## src/rtl/arbitro_pkg.sv

```systemverilog
// -----------------------------------------------------------------------------
// arbitro_pkg
// Shared constants and types for the weighted round-robin arbiter
// (arbitro_wrr), its bus interface and its rotating-pick helper.
//
// Contents:
//   NUM_CH_DEF / DATA_W_DEF / CLASS_LSB_DEF / WEIGHT_W_DEF : parameter defaults
//   DROP_W         : width of the saturating drop counter
//   arb_action_e   : what the arbiter does in the current cycle (debug view)
//   sat_inc        : saturating increment for the drop counter
// -----------------------------------------------------------------------------
package arbitro_pkg;

    localparam int NUM_CH_DEF    = 4;
    localparam int DATA_W_DEF    = 12;
    localparam int CLASS_LSB_DEF = 8;
    localparam int WEIGHT_W_DEF  = 3;
    localparam int DROP_W        = 8;

    // Per-cycle decision of the arbiter. Exposed on the bus so checkers can
    // see whether a cycle was a stall, a reload bubble, a pop or idle.
    typedef enum logic [1:0] {
        ACT_IDLE   = 2'd0,
        ACT_STALL  = 2'd1,
        ACT_RELOAD = 2'd2,
        ACT_POP    = 2'd3
    } arb_action_e;

    function automatic logic [DROP_W-1:0] sat_inc(input logic [DROP_W-1:0] v);
        return (v == {DROP_W{1'b1}}) ? v : v + DROP_W'(1);
    endfunction

endpackage

```

## src/rtl/arbitro_wrr_if.sv

```systemverilog
// -----------------------------------------------------------------------------
// arbitro_wrr_if
// Bundles every non-clock/reset signal of arbitro_wrr.
//
// Handshake semantics: there is no ready/valid backpressure on this block.
// pop[i]/push[i] are single-cycle strobes, valid in the cycle they are high;
// demux_in is consumed when demux_valid=1 in a cycle where the arbiter is not
// stalled and the class is in range, otherwise it is counted in drop_cnt.
// grant_id is meaningful only while grant_valid=1 and names the channel that
// was popped in the previous cycle.
//
// Signals:
//   active           in  : block enable, 0 stalls everything
//   weights          in  : per-channel weight, channel i at [i*WEIGHT_W +: WEIGHT_W]
//   empty_fifo       in  : input FIFO empty flags
//   almost_full_fifo in  : downstream almost-full flags, any set stalls
//   demux_in         in  : incoming word, class at [CLASS_LSB +: CW]
//   demux_valid      in  : demux_in valid this cycle
//   pop              out : one-hot/zero pop strobes
//   push             out : one-hot/zero push strobes
//   grant_id         out : channel popped last cycle
//   grant_valid      out : grant_id meaningful
//   drop_cnt         out : saturating count of refused valid words
//   dbg_action       out : current-cycle arbiter decision
// Modports: master (drives the inputs), slave (the arbiter).
// -----------------------------------------------------------------------------
interface arbitro_wrr_if
    import arbitro_pkg::*;
#(
    parameter int NUM_CH   = NUM_CH_DEF,
    parameter int DATA_W   = DATA_W_DEF,
    parameter int WEIGHT_W = WEIGHT_W_DEF
);
    localparam int CW = $clog2(NUM_CH);

    logic                         active;
    logic [NUM_CH*WEIGHT_W-1:0]   weights;
    logic [NUM_CH-1:0]            empty_fifo;
    logic [NUM_CH-1:0]            almost_full_fifo;
    logic [DATA_W-1:0]            demux_in;
    logic                         demux_valid;
    logic [NUM_CH-1:0]            pop;
    logic [NUM_CH-1:0]            push;
    logic [CW-1:0]                grant_id;
    logic                         grant_valid;
    logic [DROP_W-1:0]            drop_cnt;
    arb_action_e                  dbg_action;

    modport master (
        output active, weights, empty_fifo, almost_full_fifo, demux_in, demux_valid,
        input  pop, push, grant_id, grant_valid, drop_cnt, dbg_action
    );

    modport slave (
        input  active, weights, empty_fifo, almost_full_fifo, demux_in, demux_valid,
        output pop, push, grant_id, grant_valid, drop_cnt, dbg_action
    );

endinterface

```

## src/rtl/arbitro_wrr_rr_pick.sv

```systemverilog
// -----------------------------------------------------------------------------
// rr_pick
// Rotating first-set search: starting at ptr_i and moving upward modulo N,
// returns the first index whose request bit is set.
//
// Ports:
//   req_i   in  [N-1:0]  request vector
//   ptr_i   in  [IW-1:0] search start (must be < N)
//   found_o out          some request bit is set
//   idx_o   out [IW-1:0] index of the first set bit at/after ptr_i
// -----------------------------------------------------------------------------
module rr_pick #(
    parameter int N  = 4,
    parameter int IW = $clog2(N)
) (
    input  logic [N-1:0]  req_i,
    input  logic [IW-1:0] ptr_i,
    output logic          found_o,
    output logic [IW-1:0] idx_o
);

    // Rotated view: bit k corresponds to channel (ptr_i + k) mod N.
    logic [N-1:0] req_rot;
    logic [IW:0]  sum;

    always_comb begin
        req_rot = N'({req_i, req_i} >> ptr_i);
        found_o = 1'b0;
        idx_o   = '0;
        sum     = '0;
        for (int k = 0; k < N; k++) begin
            if (!found_o && req_rot[k]) begin
                found_o = 1'b1;
                // One extra bit keeps ptr+k from overflowing before the wrap.
                sum = {1'b0, ptr_i} + (IW+1)'(k);
                if (sum >= (IW+1)'(N)) begin
                    sum = sum - (IW+1)'(N);
                end
                idx_o = sum[IW-1:0];
            end
        end
    end

endmodule

```

## src/rtl/arbitro_wrr.sv

```systemverilog
// -----------------------------------------------------------------------------
// arbitro_wrr
// Weighted round-robin pop arbiter over NUM_CH input FIFOs plus a class-based
// push demux with a saturating drop counter.
//
// Each channel owns a credit register. A pop of channel i spends one credit;
// the pointer stays on i while it still has credit, otherwise it moves on.
// When nothing is eligible but some non-empty channel has a nonzero weight,
// one bubble cycle reloads every credit from the weights input.
//
// Ports:
//   clk    in : rising-edge clock
//   reset  in : asynchronous active-high reset
//   bus       : arbitro_wrr_if.slave (see interface header for signal list)
// -----------------------------------------------------------------------------
module arbitro_wrr
    import arbitro_pkg::*;
#(
    parameter int NUM_CH    = NUM_CH_DEF,
    parameter int DATA_W    = DATA_W_DEF,
    parameter int CLASS_LSB = CLASS_LSB_DEF,
    parameter int WEIGHT_W  = WEIGHT_W_DEF
) (
    input  logic         clk,
    input  logic         reset,
    arbitro_wrr_if.slave bus
);

    localparam int CW = $clog2(NUM_CH);

    // State
    logic [WEIGHT_W-1:0] credit_q [NUM_CH];
    logic [WEIGHT_W-1:0] credit_d [NUM_CH];
    logic [CW-1:0]       ptr_q,         ptr_d;
    logic [CW-1:0]       grant_id_q,    grant_id_d;
    logic                grant_valid_q, grant_valid_d;
    logic [DROP_W-1:0]   drop_cnt_q,    drop_cnt_d;

    // Combinational decode
    logic                stall;
    logic [NUM_CH-1:0]   eligible;
    logic [NUM_CH-1:0]   weighted;
    logic                pick_found;
    logic [CW-1:0]       pick_idx;
    logic [WEIGHT_W-1:0] credit_left;
    logic [CW-1:0]       next_idx;
    logic [CW-1:0]       cls;
    logic                cls_ok;
    logic [NUM_CH-1:0]   pop_vec;
    logic [NUM_CH-1:0]   push_vec;
    arb_action_e         action;

    always_comb begin
        stall    = !bus.active | (|bus.almost_full_fifo);
        eligible = '0;
        weighted = '0;
        for (int i = 0; i < NUM_CH; i++) begin
            eligible[i] = !bus.empty_fifo[i] && (credit_q[i] != '0);
            weighted[i] = !bus.empty_fifo[i] &&
                          (bus.weights[i*WEIGHT_W +: WEIGHT_W] != '0);
        end
    end

    rr_pick #(
        .N  (NUM_CH),
        .IW (CW)
    ) u_pick (
        .req_i   (eligible),
        .ptr_i   (ptr_q),
        .found_o (pick_found),
        .idx_o   (pick_idx)
    );

    // A reload only happens when it can lead to a pop; with every non-empty
    // channel disabled (or everything empty) the arbiter just idles.
    always_comb begin
        action = ACT_IDLE;
        if (stall) begin
            action = ACT_STALL;
        end else if (pick_found) begin
            action = ACT_POP;
        end else if (|weighted) begin
            action = ACT_RELOAD;
        end
    end

    always_comb begin
        cls      = bus.demux_in[CLASS_LSB +: CW];
        cls_ok   = (int'(cls) < NUM_CH);
        pop_vec  = '0;
        push_vec = '0;
        if (!reset && action == ACT_POP) begin
            pop_vec = NUM_CH'(1) << pick_idx;
        end
        if (!reset && bus.demux_valid && !stall && cls_ok) begin
            push_vec = NUM_CH'(1) << cls;
        end
    end

    always_comb begin
        for (int i = 0; i < NUM_CH; i++) begin
            credit_d[i] = credit_q[i];
        end
        ptr_d         = ptr_q;
        grant_id_d    = grant_id_q;
        grant_valid_d = 1'b0;
        drop_cnt_d    = drop_cnt_q;
        credit_left   = credit_q[pick_idx] - WEIGHT_W'(1);
        next_idx      = (pick_idx == CW'(NUM_CH-1)) ? '0 : pick_idx + CW'(1);

        case (action)
            ACT_POP: begin
                credit_d[pick_idx] = credit_left;
                // Stay on the channel while it has budget left this round.
                ptr_d         = (credit_left != '0) ? pick_idx : next_idx;
                grant_id_d    = pick_idx;
                grant_valid_d = 1'b1;
            end
            ACT_RELOAD: begin
                // Weights are sampled only here, so mid-round weight changes
                // never disturb credits already handed out.
                for (int i = 0; i < NUM_CH; i++) begin
                    credit_d[i] = bus.weights[i*WEIGHT_W +: WEIGHT_W];
                end
            end
            default: begin
            end
        endcase

        if (bus.demux_valid && (push_vec == '0)) begin
            drop_cnt_d = sat_inc(drop_cnt_q);
        end
    end

    always_ff @(posedge clk or posedge reset) begin
        if (reset) begin
            for (int i = 0; i < NUM_CH; i++) begin
                credit_q[i] <= '0;
            end
            ptr_q         <= '0;
            grant_id_q    <= '0;
            grant_valid_q <= 1'b0;
            drop_cnt_q    <= '0;
        end else begin
            for (int i = 0; i < NUM_CH; i++) begin
                credit_q[i] <= credit_d[i];
            end
            ptr_q         <= ptr_d;
            grant_id_q    <= grant_id_d;
            grant_valid_q <= grant_valid_d;
            drop_cnt_q    <= drop_cnt_d;
        end
    end

    assign bus.pop         = pop_vec;
    assign bus.push        = push_vec;
    assign bus.grant_id    = grant_id_q;
    assign bus.grant_valid = grant_valid_q;
    assign bus.drop_cnt    = drop_cnt_q;
    assign bus.dbg_action  = action;

endmodule

```

## src/flat_wrapper.sv

```systemverilog
// flat-port wrapper written by rule: the top's interface ports become plain ports
module arbitro_wrr_flat import arbitro_pkg::*;
#(
    parameter int NUM_CH    = NUM_CH_DEF,
    parameter int DATA_W    = DATA_W_DEF,
    parameter int CLASS_LSB = CLASS_LSB_DEF,
    parameter int WEIGHT_W  = WEIGHT_W_DEF
)
  (clk, reset, bus_active, bus_weights, bus_empty_fifo, bus_almost_full_fifo, bus_demux_in, bus_demux_valid, bus_pop, bus_push, bus_grant_id, bus_grant_valid, bus_drop_cnt, bus_dbg_action);
  arbitro_wrr_if #(.NUM_CH(NUM_CH), .DATA_W(DATA_W), .WEIGHT_W(WEIGHT_W)) bus_i ();
  input  logic clk;
  input  logic reset;
  input wire logic [$bits(bus_i.active)-1:0] bus_active;
  input wire logic [$bits(bus_i.weights)-1:0] bus_weights;
  input wire logic [$bits(bus_i.empty_fifo)-1:0] bus_empty_fifo;
  input wire logic [$bits(bus_i.almost_full_fifo)-1:0] bus_almost_full_fifo;
  input wire logic [$bits(bus_i.demux_in)-1:0] bus_demux_in;
  input wire logic [$bits(bus_i.demux_valid)-1:0] bus_demux_valid;
  output wire logic [$bits(bus_i.pop)-1:0] bus_pop;
  output wire logic [$bits(bus_i.push)-1:0] bus_push;
  output wire logic [$bits(bus_i.grant_id)-1:0] bus_grant_id;
  output wire logic [$bits(bus_i.grant_valid)-1:0] bus_grant_valid;
  output wire logic [$bits(bus_i.drop_cnt)-1:0] bus_drop_cnt;
  output wire logic [$bits(bus_i.dbg_action)-1:0] bus_dbg_action;
  assign bus_i.active = bus_active;
  assign bus_i.weights = bus_weights;
  assign bus_i.empty_fifo = bus_empty_fifo;
  assign bus_i.almost_full_fifo = bus_almost_full_fifo;
  assign bus_i.demux_in = bus_demux_in;
  assign bus_i.demux_valid = bus_demux_valid;
  assign bus_pop = bus_i.pop;
  assign bus_push = bus_i.push;
  assign bus_grant_id = bus_i.grant_id;
  assign bus_grant_valid = bus_i.grant_valid;
  assign bus_drop_cnt = bus_i.drop_cnt;
  assign bus_dbg_action = bus_i.dbg_action;
  arbitro_wrr #(.NUM_CH(NUM_CH), .DATA_W(DATA_W), .CLASS_LSB(CLASS_LSB), .WEIGHT_W(WEIGHT_W)) u_core (.clk(clk), .reset(reset), .bus(bus_i));
endmodule
```

## config.mk

```make
export PLATFORM = sky130hd
export DESIGN_NAME = arbitro_wrr_flat
export DESIGN_NICKNAME = d
export VERILOG_FILES = /design/src/rtl/arbitro_pkg.sv /design/src/rtl/arbitro_wrr_if.sv /design/src/rtl/arbitro_wrr_rr_pick.sv /design/src/rtl/arbitro_wrr.sv /design/src/flat_wrapper.sv
export SDC_FILE = /design/constraint.sdc
export NUM_CORES = 1
export LEC_CHECK = 0
export BUFFER_PORTS_ARGS = -buffer_cell sky130_fd_sc_hd__buf_2
export CAP_MARGIN = 10
export CORE_MARGIN = 5
export CORE_UTILIZATION = 30
export CTS_CLUSTER_DIAMETER = 100
export DETAILED_ROUTE_END_ITERATION = 16
export PLACE_DENSITY_LB_ADDON = 0.3
export SLEW_MARGIN = 20
export SYNTH_ARGS = -nofsm -noshare
export SYNTH_HDL_FRONTEND = slang
export SYNTH_SLANG_ARGS = --single-unit
```

## constraint.sdc

```tcl
create_clock -name clk -period 4.5 [get_ports clk]
set_input_delay 0.9 -clock clk [delete_from_list [all_inputs] [get_ports clk]]
set_output_delay 0.9 -clock clk [all_outputs]
set_load 0.1 [all_outputs]
```

## Word-level counts from Yosys, hierarchy flattened

Cells that the tools add are included.

- Word-level logic and storage cells: 101
- Register bits after elaboration: 25
- Input port bits: 36

- Muxes and demuxes: 27
- Reductions and logical operators: 40
- Bitwise gates (word level): 3
- $lt $le $gt $ge: 6
- Shift-type cells: 3
- Equal/unequal tests: 4
- Add/subtract/negate cells: 10

Operators with widths:

| cell | number |
|---|---|
| nonzero test 3 bit | 9 |
| two-way mux 2 bit | 13 |
| one-hot mux 12 bit (2 select lines) | 1 |
| logical AND 1 bit | 16 |
| bitwise mux 12 bit | 1 |
| >= comparator 3 bit (second input constant) | 4 |
| zero test 1 bit | 10 |
| two-way mux 3 bit | 3 |
| adder 8 x 1 -> 8 bit (second input constant) | 1 |
| == test 8 bit (second input constant) | 1 |
| two-way mux 4 bit | 2 |
| OR reduction 4 bit | 2 |
| << shifter 1 x 2 -> 4 bit (first input constant) | 2 |
| right shift 8 x 2 -> 4 bit | 1 |
| subtractor 2 x 1 -> 2 bit (second input constant) | 4 |
| adder 2 x 2 -> 3 bit (second input constant) | 2 |
| binary-select mux 3 bit (select 2 bit) | 1 |
| demux 3 bit (select 2 bit) | 1 |
| == test 2 bit (second input constant) | 3 |
| two-way mux 1 bit | 5 |
| zero test 4 bit | 1 |
| adder 2 x 1 -> 3 bit (second input constant) | 1 |
| >= comparator 2 x 3 -> 1 bit (second input constant) | 1 |
| < comparator 3 x 1 -> 1 bit (second input constant) | 1 |
| 7 further kinds | 7 |

## Longest topological paths before layout

Gate-level depths: netlist of run 1.

- Depth after elaboration: 20
- Depth in mapped cells: 12
- Mapped depth without buffers: 12

## Hierarchy

A second synthesis of run 1 with hierarchy kept.

- Cell total of the unflattened synthesis: 172
- Area total of the unflattened synthesis: 1574.0 um^2

Modules (own cells, without submodules):

| module | cells each | instances | area each (um^2) |
|---|---|---|---|
| arbitro_wrr | 160 | 1 | 1500.2 |
| rr_pick | 12 | 1 | 73.8 |

## Worst setup path before layout of run 1

OpenSTA, ideal clock, no wires.

- Path type: input port to output port
- Start: in bus_almost_full_fifo[1]
- End: out bus_push[2]
- Stages: 5
- Arrival time: 3.943 ns
- Path slack: -0.343 ns
- Required time: 3.600 ns
- Buffers on the path: 1
- Path through: nor4_1 -> and2_1 -> clkbuf_1 -> nand3_1 -> nor3b_1

- Longest elaborated chain between the ends: 5

RTL lines:

| what | RTL line | RTL |
|---|---|---|
| start: declaration | flat_wrapper.sv:16 | `input wire logic [$bits(bus_i.almost_full_fifo)-1:0] bus_almost_full_fifo;` |
| OR reduction 4 bit | arbitro_wrr.sv:54 | `stall = !bus.active \| (\|bus.almost_full_fifo);` |
| bitwise OR 1 bit | arbitro_wrr.sv:54 |  |
| zero test 1 bit | arbitro_wrr.sv:95 | `if (!reset && bus.demux_valid && !stall && cls_ok) begin` |
| logical AND 1 bit | arbitro_wrr.sv:95 |  |
| two-way mux 4 bit | arbitro_wrr.sv:95 |  |
| end: declaration | flat_wrapper.sv:20 | `output wire logic [$bits(bus_i.push)-1:0] bus_push;` |

No other way between the ends.

## Worst setup path in the final report of run 1

- Start: in bus_empty_fifo[2]
- End: out bus_pop[3]

- Elaborated cells between the ends (all ways): 26

RTL lines:

| what | RTL line | RTL |
|---|---|---|
| start: declaration | flat_wrapper.sv:15 | `input wire logic [$bits(bus_i.empty_fifo)-1:0] bus_empty_fifo;` |
| zero test 1 bit (*) | arbitro_wrr.sv:58 | `eligible[i] = !bus.empty_fifo[i] && (credit_q[i] != '0);` |
| logical AND 1 bit (*) | arbitro_wrr.sv:58 |  |
| right shift 8 x 2 -> 4 bit (*) | arbitro_wrr_rr_pick.sv:27 | `req_rot = N'({req_i, req_i} >> ptr_i);` |
| two-way mux 1 bit | arbitro_wrr_rr_pick.sv:32 | `if (!found_o && req_rot[k]) begin` |
| zero test 1 bit | arbitro_wrr_rr_pick.sv:32 |  |
| logical AND 1 bit | arbitro_wrr_rr_pick.sv:32 |  |
| two-way mux 1 bit | arbitro_wrr_rr_pick.sv:32 |  |
| zero test 1 bit | arbitro_wrr_rr_pick.sv:32 |  |
| logical AND 1 bit | arbitro_wrr_rr_pick.sv:32 |  |
| two-way mux 1 bit | arbitro_wrr_rr_pick.sv:32 |  |
| zero test 1 bit | arbitro_wrr_rr_pick.sv:32 |  |
| logical AND 1 bit | arbitro_wrr_rr_pick.sv:32 |  |
| two-way mux 2 bit (*) | arbitro_wrr_rr_pick.sv:32 |  |
| net u_core.pick_idx[0] | arbitro_wrr.sv:44 | `logic [CW-1:0] pick_idx;` |
| << shifter 1 x 2 -> 4 bit (*) | arbitro_wrr.sv:93 | `pop_vec = NUM_CH'(1) << pick_idx;` |
| two-way mux 4 bit (*) | arbitro_wrr.sv:92 | `if (!reset && action == ACT_POP) begin` |
| end: declaration | flat_wrapper.sv:19 | `output wire logic [$bits(bus_i.pop)-1:0] bus_pop;` |

Mark *: on every way through the listed nets, which the timed path passes. The rest lies on a longest branch.

==> run_results.csv, run 1 <==
group,metric,value,unit
run_status,status,"finished clean",
run,drv_cap,0,
pwr,vdd_drop_max,530,uV
hold_path,hold_path.class,"reg2reg",
drt,ant_nets,0,
worst_setup_path,cpLargestDelayFamily,"compound AO/OA/AOI/OAI gates",
floorplanning,coreArea,5570,um^2
worst_setup_path,worstSetupEndpointType,"primary output",
grt,grt_busiest_layer,"met2",
finish,antennaDiodeCount,0,
timing,setup_viol,0,
grt,grt_overflow,0,
timing,drv_slew,0,
grt,grtUsageMet2,21.7,%
grt,track_usage,13.5,%
synthesis,yosysTopAreaCellShare,36.1,%
grt,grt_pass1_vias,1610,
synthesis,syn_nets,243,
worst_setup_path,worst_path_max_delay_cell,"o221ai_2",
clock_tree,cts_resized,0,
worst_setup_path,slowest_delay,0.60,ns
worst_setup_path,critPathKind,"in2out",
synthesis,synth.area.top_cells,"dfrtp_1 (36%), nand2_1 (6.3%), ha_1 (5.1%)",
clock_tree,cts-root-buf,"clkbuf_8",
timing,worst_pin_slew,1.04,ns
finish,nets,293,
clock_tree,tritoncts,"built",
clock_tree,cts.sinks,25,
worst_setup_path,r2r-start,"u_core.credit_q[1]",
timing,finalSetupTns,0,ns
worst_setup_path,crit_path_frequent_cell,"buf_2",
clock_tree,clk_pin_slew,0.10,ns
floorplanning,die_width,86.0,um
place,port_buffers,46,
clock_tree,postCtsSetupRepairBufs,0,
grt,use_met1,18.2,%
synthesis,synth-edff-count,0,
synthesis,synth.most_common_cell,"nand2_1",
drt,totalWireLength,4.73,mm
clock_tree,cts-buffers-inserted,3,
grt,grt_pass1_wl,7.98,mm
floorplanning,start_util,31.1,%
timing,max_freq,256,MHz
worst_setup_path,crit_arrival,3.01,ns
finish,drive_above_1_share,25.7,%
worst_setup_path,worst-path-buf-inv,3,
drt,firstDrtPassIters,4,
floorplanning,fp.dieH,86.0,um
grt,grt_max_degree,27,
synthesis,synth-seq-cells,25,
clock_tree,clock_latency,0.28,ns
synthesis,yosysSeqAreaShare,36.1,%
timing,relSlewSlack,29.8,%
floorplanning,row_count,27,
floorplanning,io_pins,57,
finish,syn_to_final_growth,21.6,%
worst_setup_path,critPathMaxFanout,14,
hold_path,hold_path_startpoint,"u_core.bus.grant_id[1]",
grt,antenna_found_initial,0,
timing,finalHoldViolCount,0,
synthesis,yosysTopAreaCell,"dfrtp_1",
drt,drc,0,
grt,use_met3,2.02,%
finish,multiInputGateArea,1070,um^2
drt,vias,1645,
synthesis,synthTopCellsByCount,"nand2_1 (29), dfrtp_1 (25), a21oi_1 (15)",
drt,drtIter0Drc,66,
timing,period_share,86.8,%
finish,nFillCells,601,
worst_setup_path,cp-start-kind,"input pin",
place,gp_congestion,0.826,
clock_tree,postCtsHoldBufs,0,
pwr,leakage,1.01,nW
worst_setup_path,cp_cell_sequence,"buf_2 > o311a_1 > o221ai_2 > inv_1 > ha_1 > nand2_1 > nor2_1 > buf_2",
synthesis,syn-mean-instance-area,8.67,um^2
drt,wire_per_inst,14.7,um
synthesis,yosysUniqueCellTypes,45,
synthesis,async_reset_ff_share,100,%
timing,min_period,3.91,ns
synthesis,ys_warn_count,0,
place,dp_hpwl,3.77,mm
timing,rsz0062_at_grt,"false",
clock_tree,max-clock-path-buffers,2,
worst_setup_path,required,3.60,ns
timing,clock-skew-final,0.00456,ns
timing,timing.hold.ws,0.483,ns
clock_tree,ctsHtreeMaxLevel,1,
synthesis,synthCells,200,
pwr,p_per_area,744,nW/um^2
floorplanning,dieArea,7400,um^2
drt,vias_per_cell,5.12,
worst_setup_path,crit_start,"bus_empty_fifo[2]",
synthesis,ys.flop_type,"dfrtp_1",
finish,seqCellArea,626,um^2
synthesis,synth_area,1730,um^2
## layout make-up
type / count / area share, %
clock inverters: 1 / 0.356
multi-input cells: 164 / 50.7
flip-flops and latches: 25 / 29.7
well taps: 72 / 4.27
clock buffers: 3 / 1.96
repair buffers: 48 / 11.6
inverters: 8 / 1.42
## layout by cell type (no fill, tap or decap), types with 8 or more instances in the layout
master,netlist,layout
xnor2_1,9,9
mux2i_1,8,8
dfrtp_1,25,25
nand3_1,9,9
nand2_1,29,29
nor2_1,14,14
nor3_1,9,8
buf_2,1,46
a21oi_1,15,15
and3_1,11,11
## layer usage
layer  routed length [um]  up-vias
met5                    0        -
met4                   74        0
met2                 2270       28
met3                  140        5
li1                     -      819
met1                 2240      793
## through the flow
| stage | setup WS, ns | total power, mW | instance area (um^2) | cells | util [%] |
|---|---|---|---|---|---|
| after floorplan | 0.280 | 1.21 | 1740 | 200 | - |
| after global placement | 0.559 | 1.42 | 2060 | 317 | 36.9 |
| after detailed placement | 0.570 | 1.43 | 2060 | 317 | 36.9 |
| after CTS | 0.569 | 1.58 | 2110 | 321 | 37.8 |
| after global routing | 0.375 | 1.69 | 2110 | 321 | 37.8 |
| final | 0.593 | 1.57 | 2110 | 321 | 37.8 |
## power by group
part           internal (mW)  switching, mW  leakage (nW)
clock                 0.0630         0.0794        0.0217
sequential             0.313          0.108         0.320
combinational          0.331          0.674         0.664
total                  0.707          0.862          1.01
## registers in the layout, indices dropped and copies added, names as in the netlist
signal	cells
u_core.credit_q	12
u_core.bus.drop_cnt	8
u_core.bus.grant_valid	1
u_core.bus.grant_id	2
u_core.ptr_q	2
## final timing paths
path / to / slack (ns) / cells after the start
max: bus_pop[3] / 0.59 / 8
min: u_core.bus.grant_id[1] / 0.48 / 2
max reg2reg: u_core.ptr_q[0] / 1.20 / 11
min reg2reg: u_core.bus.grant_id[1] / 0.48 / 2
max in group asynchronous: u_core.credit_q[11] / 3.48 / 3
min in group asynchronous: u_core.bus.drop_cnt[7] / 0.77 / 3
## worst reg2reg max path, cell delays in order, from the launching register on
cell      delay [ns]
dfrtp_1         0.45
or3_4           0.43
and2_4          0.19
o221ai_2        0.60
mux2i_1         0.25
mux2_2          0.19
clkinv_1        0.19
ha_1            0.31
nand3b_1        0.09
mux2i_1         0.11
a31oi_1         0.24
o211ai_1        0.13
## logic make-up (layout without fill, tap and decap cells)
family	count (synthesis)	after routing	synth area share, %
buffers and inverters	11	60	2.89
xor gates and xnor gates	14	14	7.07
and+or+nand+nor	89	89	26.0
AOI/OAI and AO/OA	44	44	17.0
muxes	10	10	5.92
adders and majority gates	7	7	5.05
DFF	25	25	36.1
(Power assumes the default switching activity.)
==> inputs of run 2 (changes only) <==
--- a/config.mk
+++ b/config.mk
@@ -5,10 +5,10 @@
 export SDC_FILE = /design/constraint.sdc
 export NUM_CORES = 1
 export LEC_CHECK = 0
-export BUFFER_PORTS_ARGS = -buffer_cell sky130_fd_sc_hd__buf_2
+export BUFFER_PORTS_ARGS = -buffer_cell sky130_fd_sc_hd__clkbuf_2
 export CAP_MARGIN = 10
 export CORE_MARGIN = 5
-export CORE_UTILIZATION = 30
+export CORE_UTILIZATION = 43
 export CTS_CLUSTER_DIAMETER = 100
 export DETAILED_ROUTE_END_ITERATION = 16
 export PLACE_DENSITY_LB_ADDON = 0.3
==> run 2 against run 1 <==
  * Die area shrank 27%
  * Maximum frequency shrank 2.4%
  * Critical path type unchanged
  * Worst hold slack lost 0.0012 ns
  * Via count grew 0.73%
  * Wire length shrank 5.9%
  * Critical endpoint unchanged
  * Sequential power is essentially flat
  * Register-to-register slack gained 0.05 ns
  * Cell area shrank 1.7%
  * Combinational power is essentially flat
  * Critical path depth is the same
  * First-iteration DRC count grew 17%
==> run_results.csv, run 2 (synthesis results as in run 1) <==
group,metric,value,unit
finish,largest-register,"u_core.credit_q",
finish,final_cells,298,
finish,nets,292,
timing,worst_pin_slew,1.04,ns
clock_tree,postCtsHoldBufs,0,
finish,antennaDiodeCount,0,
drt,vias,1657,
clock_tree,postCtsSetupRepairBufs,0,
drt,drtIter0Drc,77,
place,port_buffers,46,
pwr,sw_frac_of_total,55.1,%
place,gp_congestion,0.937,
floorplanning,fp.dieH,73.5,um
drt,wire_per_inst,14.9,um
clock_tree,clk_pin_slew,0.09,ns
hold_path,hold_path.class,"reg2reg",
pwr,p_per_area,749,nW/um^2
floorplanning,row_count,23,
timing,rsz0062_at_grt,"false",
worst_setup_path,crit_arrival,3.10,ns
floorplanning,io_pins,57,
pwr,leakage,0.995,nW
grt,grt_pass1_wl,7.33,mm
finish,syn_to_final_growth,19.6,%
timing,period_share,89.0,%
timing,min_period,4.00,ns
grt,grt_overflow,0,
drt,vias_per_cell,5.56,
place,dpl.cell_count,294,
timing,finalHoldViolCount,0,
clock_tree,tritoncts,"built",
finish,fin_util,52.6,%
clock_tree,max-clock-path-buffers,2,
floorplanning,die_width,73.5,um
timing,relSlewSlack,30.2,%
worst_setup_path,cpLargestDelayFamily,"compound AO/OA/AOI/OAI gates",
drt,ant_nets,0,
floorplanning,coreArea,3940,um^2
finish,drive_above_1_share,25.4,%
clock_tree,ctsHtreeMaxLevel,1,
clock_tree,cts.sinks,25,
worst_setup_path,worstSetupEndpointType,"primary output",
worst_setup_path,cp-start-kind,"input pin",
grt,grt_max_degree,27,
worst_setup_path,crit_path_frequent_cell,"clkbuf_2",
floorplanning,dieArea,5400,um^2
worst_setup_path,critPathMaxFanout,14,
timing,clock-skew-final,0.00331,ns
finish,final_common_cell,"clkbuf_2",
timing,finalSetupTns,0,ns
drt,firstDrtPassIters,4,
worst_setup_path,critPathKind,"in2out",
finish,final_cell_mix,"clkbuf_2 (46), nand2_1 (29), dfrtp_1 (25)",
worst_setup_path,slowest_delay,0.64,ns
pwr,clock_power_share,9.0,%
pwr,p_seq_share,27.1,%
run,drv_cap,0,
grt,grt_pass1_vias,1563,
finish,largest_reg_flops,12,
pwr,fin_total_pwr,1.55,mW
timing,drv_slew,0,
worst_setup_path,worst-path-buf-inv,3,
grt,track_usage,17.1,%
clock_tree,cts-buffers-inserted,3,
drt,drc,0,
floorplanning,start_util,44.0,%
pwr,vdd_drop_max,511,uV
run_status,status,"finished clean",
worst_setup_path,worst_path_max_delay_cell,"o221ai_2",
timing,max_freq,250,MHz
place,dp_hpwl,3.54,mm
clock_tree,cts_resized,0,
pwr,p_int,0.698,mW
pwr,switchingPower,0.855,mW
worst_setup_path,cp_cell_sequence,"clkbuf_2 > o311a_1 > o221ai_2 > inv_1 > ha_1 > nand2_1 > nor2_1 > clkbuf_2",
timing,setup_viol,0,
pwr,pwr-share-comb,64.0,%
clock_tree,cts-root-buf,"clkbuf_8",
drt,totalWireLength,4.45,mm
grt,antenna_found_initial,0,
clock_tree,clock_latency,0.27,ns
worst_setup_path,required,3.60,ns
timing,timing.hold.ws,0.482,ns
[run 2: path summary, 6_finish.rpt]
check,endpoint,slack [ns],depth (start not counted),start
max in group asynchronous,u_core.credit_q[0],3.45,3,reset
worst min-delay path,u_core.bus.grant_id[1],0.48,2,u_core.bus.grant_id[1]
worst max-delay path,bus_pop[3],0.50,8,bus_empty_fifo[2]
worst max register to register,u_core.ptr_q[0],1.25,11,u_core.credit_q[6]
min in group asynchronous,u_core.bus.drop_cnt[7],0.80,3,reset
worst min register to register,u_core.bus.grant_id[1],0.48,2,u_core.bus.grant_id[1]
[run 2: stage by stage]
stage	instance area, um^2	setup WS [ns]
final	2070	0.496
after floorplan	1740	0.280
after detailed placement	2020	0.525
after global routing	2070	0.363
after global placement	2020	0.523
after CTS	2070	0.529
[run 2: cell type report]
| class | instances | area, um^2 |
|---|---|---|
| Clock buffer | 3 | 41.3 |
| Clock inverter | 1 | 7.51 |
| Timing Repair Buffer | 47 | 238 |
| Sequential cell | 25 | 626 |
| Multi-Input combinational cell | 164 | 1070 |
| Fill cell | 389 | 1870 |
| Inverter | 8 | 30.0 |
| Tap cell | 50 | 62.6 |
[run 2: power by group through the flow]
stage | clock network, mW | registers [mW] | logic [mW]
after global routing | 0.153 | 0.435 | 1.07
after floorplan | 0 | 0.650 | 0.560
final | 0.140 | 0.420 | 0.993
after global placement | 0 | 0.420 | 0.978
after detailed placement | 0 | 0.424 | 0.989
after CTS | 0.142 | 0.420 | 0.993
[run 2: layer usage]
| metal | routed length, um | GRT usage (%) | part of all wire (%) |
|---|---|---|---|
| met2 | 2120 | 27.0 | 48 |
| met3 | 207 | 2.87 | 4.7 |
| met4 | 63 | 4.43 | 1.4 |
| met1 | 2060 | 24.2 | 46 |
| met5 | 0 | 0 | 0 |
[run 2: worst reg2reg max path: cells and delay by family (launching register included)]
| family | cells | cell delay (ns) |
|---|---|---|
| compound gates | 3 | 1.00 |
| fa+ha+maj | 1 | 0.29 |
| buf+inv | 1 | 0.16 |
| flops | 1 | 0.43 |
| mux | 3 | 0.56 |
| simple gates | 3 | 0.69 |
==> inputs of run 3 (changes only) <==
--- a/config.mk
+++ b/config.mk
@@ -10,8 +10,9 @@
 export CORE_MARGIN = 5
 export CORE_UTILIZATION = 43
 export CTS_CLUSTER_DIAMETER = 100
+export CTS_CLUSTER_SIZE = 28
 export DETAILED_ROUTE_END_ITERATION = 16
-export PLACE_DENSITY_LB_ADDON = 0.3
+export PLACE_DENSITY = 0.73
 export SLEW_MARGIN = 20
 export SYNTH_ARGS = -nofsm -noshare
 export SYNTH_HDL_FRONTEND = slang
==> run 3 against run 2 <==
  * Worst hold slack improved by 0.0015 ns
  * Combinational power barely moved
  * Critical path depth did not move
  * Cell count rose by 0.67%
  * Count of clock-buffer cells in the layout did not move
  * Global-route usage fell by 0.22 points
  * Clock skew fell by 0.0022 ns
  * Via count fell by 0.12%
  * Sequential share of layout area fell by 0.18 points
  * Core utilization rose by 0.32 points
  * Die area did not move
  * Critical path type is now reg2out
  * Highest routed layer unchanged
==> run_results.csv, run 3 (synthesis results as in run 1) <==
group,metric,value,unit
worst_setup_path,worst_path_max_delay_cell,"a311oi_4",
place,dpl.cell_count,296,
drt,totalWireLength,4.38,mm
pwr,sw_frac_of_total,54.8,%
timing,max_freq,254,MHz
drt,vias,1655,
worst_setup_path,critPathKind,"reg2out",
worst_setup_path,cpLargestDelayFamily,"compound AO/OA/AOI/OAI gates",
drt,firstDrtPassIters,4,
worst_setup_path,critPathMaxFanout,11,
pwr,p_seq_share,27.1,%
timing,setup_slack,0.562,ns
run_status,status,"finished clean",
finish,syn_to_final_growth,20.3,%
pwr,fin_total_pwr,1.57,mW
floorplanning,io_pins,57,
finish,fin_util,52.9,%
floorplanning,fp.dieH,73.5,um
timing,period_share,87.5,%
drt,wire_per_inst,14.6,um
clock_tree,postCtsSetupRepairBufs,0,
floorplanning,dieArea,5400,um^2
grt,grt_max_degree,27,
floorplanning,row_count,23,
finish,antennaDiodeCount,0,
finish,nets,294,
timing,timing.hold.ws,0.484,ns
worst_setup_path,cp_cell_sequence,"nor3_1 > o32ai_1 > a311oi_4 > inv_2 > ha_1 > nand2_1 > nor2_1 > clkbuf_2",
drt,drc,0,
finish,final_common_cell,"clkbuf_2",
place,dpl_worst_slack,0.714,ns
place,placed_cell_area,2040,um^2
timing,relSlewSlack,36.5,%
floorplanning,coreArea,3940,um^2
pwr,switchingPower,0.859,mW
place,gp_congestion,0.826,
pwr,leakage,1.01,nW
finish,fin_area,2090,um^2
timing,setup_viol,0,
clock_tree,cts-buffers-inserted,3,
timing,finalSetupTns,0,ns
floorplanning,die_width,73.5,um
finish,multiInputGateArea,1070,um^2
grt,antenna_found_initial,0,
grt,grt_pass1_vias,1522,
pwr,p_per_area,752,nW/um^2
clock_tree,cts.sinks,25,
timing,worst_pin_slew,0.945,ns
grt,track_usage,16.9,%
finish,final_cells,300,
worst_setup_path,worst-path-buf-inv,2,
drt,ant_nets,0,
clock_tree,tritoncts,"built",
worst_setup_path,slowest_delay,0.64,ns
finish,seqCellArea,626,um^2
finish,largest-register,"u_core.credit_q",
run,drv_cap,0,
drt,drtIter0Drc,103,
clock_tree,ctsHtreeMaxLevel,1,
timing,rsz0062_at_grt,"false",
clock_tree,clock_latency,0.27,ns
pwr,pwr-share-comb,64.2,%
timing,min_period,3.94,ns
floorplanning,start_util,44.0,%
worst_setup_path,worstSetupEndpointType,"primary output",
clock_tree,max-clock-path-buffers,2,
drt,vias_per_cell,5.52,
worst_setup_path,cp-start-kind,"register",
timing,finalHoldViolCount,0,
pwr,p_int,0.709,mW
pwr,clock_power_share,8.7,%
timing,drv_slew,0,
place,port_buffers,46,
hold_path,hold_path.class,"reg2reg",
worst_setup_path,crit_arrival,3.04,ns
grt,grt_overflow,0,
clock_tree,postCtsHoldBufs,0,
timing,clock-skew-final,0.00109,ns
pwr,vdd_drop_max,327,uV
grt,grt_pass1_wl,7.24,mm
finish,drive_above_1_share,26.0,%
place,dp_hpwl,3.48,mm
finish,largest_reg_flops,12,
finish,nFillCells,400,
clock_tree,clk_pin_slew,0.09,ns
clock_tree,cts-root-buf,"clkbuf_8",
clock_tree,cts_resized,0,
worst_setup_path,required,3.60,ns
finish,final_cell_mix,"clkbuf_2 (46), nand2_1 (29), dfrtp_1 (25)",
worst_setup_path,r2r_slack,1.23,ns
## run 3: cell types whose count changed in the layout (fill, tap and decap cells not counted), sizes merged
cell	before	now
clkinvlp	1	0
clkinv	1	2
buf	1	3
## run 3: area by class of cell
cell class	instances	share of cell area, %
well taps	50	3.00
repair buffers	49	12.1
multi-input cells	164	51.2
inverters	8	1.44
clock inverters	1	0.240
flip-flops and latches	25	30.0
clock buffers	3	1.98
## run 3: path summary, 6_finish.rpt
| check | start | end | cells past startpoint |
|---|---|---|---|
| min in group asynchronous | reset | u_core.bus.grant_id[0] | 3 |
| worst max-delay path | u_core.credit_q[10] | bus_pop[1] | 8 |
| worst max register to register | u_core.credit_q[1] | u_core.ptr_q[0] | 12 |
| max in group asynchronous | reset | u_core.credit_q[8] | 3 |
| worst min register to register | u_core.bus.grant_id[0] | u_core.bus.grant_id[0] | 2 |
| worst min-delay path | u_core.bus.grant_id[0] | u_core.bus.grant_id[0] | 2 |
## run 3: layer usage
layer	vias up	track usage (%)	routed length (um)	part of all wire, %
li1	826	-	-	-
met1	780	23.3	1970	45
met2	44	27.5	2120	48
met3	5	2.19	233	5.3
met4	0	4.83	54	1.2
met5	-	0	0	0
## run 3: worst min-delay path, cell delays in order, from the launching register on
cell     delay, ns
dfrtp_1       0.35
nand2_1       0.04
o21ai_0       0.06
## run 3: power groups by stage
stage	Combinational, mW	Clock [mW]	Sequential (mW)
3_5_place_dp	1.00	0	0.427
3_3_place_gp	0.987	0	0.423
4_1_cts	1.01	0.138	0.422
5_1_grt	1.09	0.148	0.439
2_1_floorplan	0.560	0	0.650
6_report	1.01	0.136	0.424
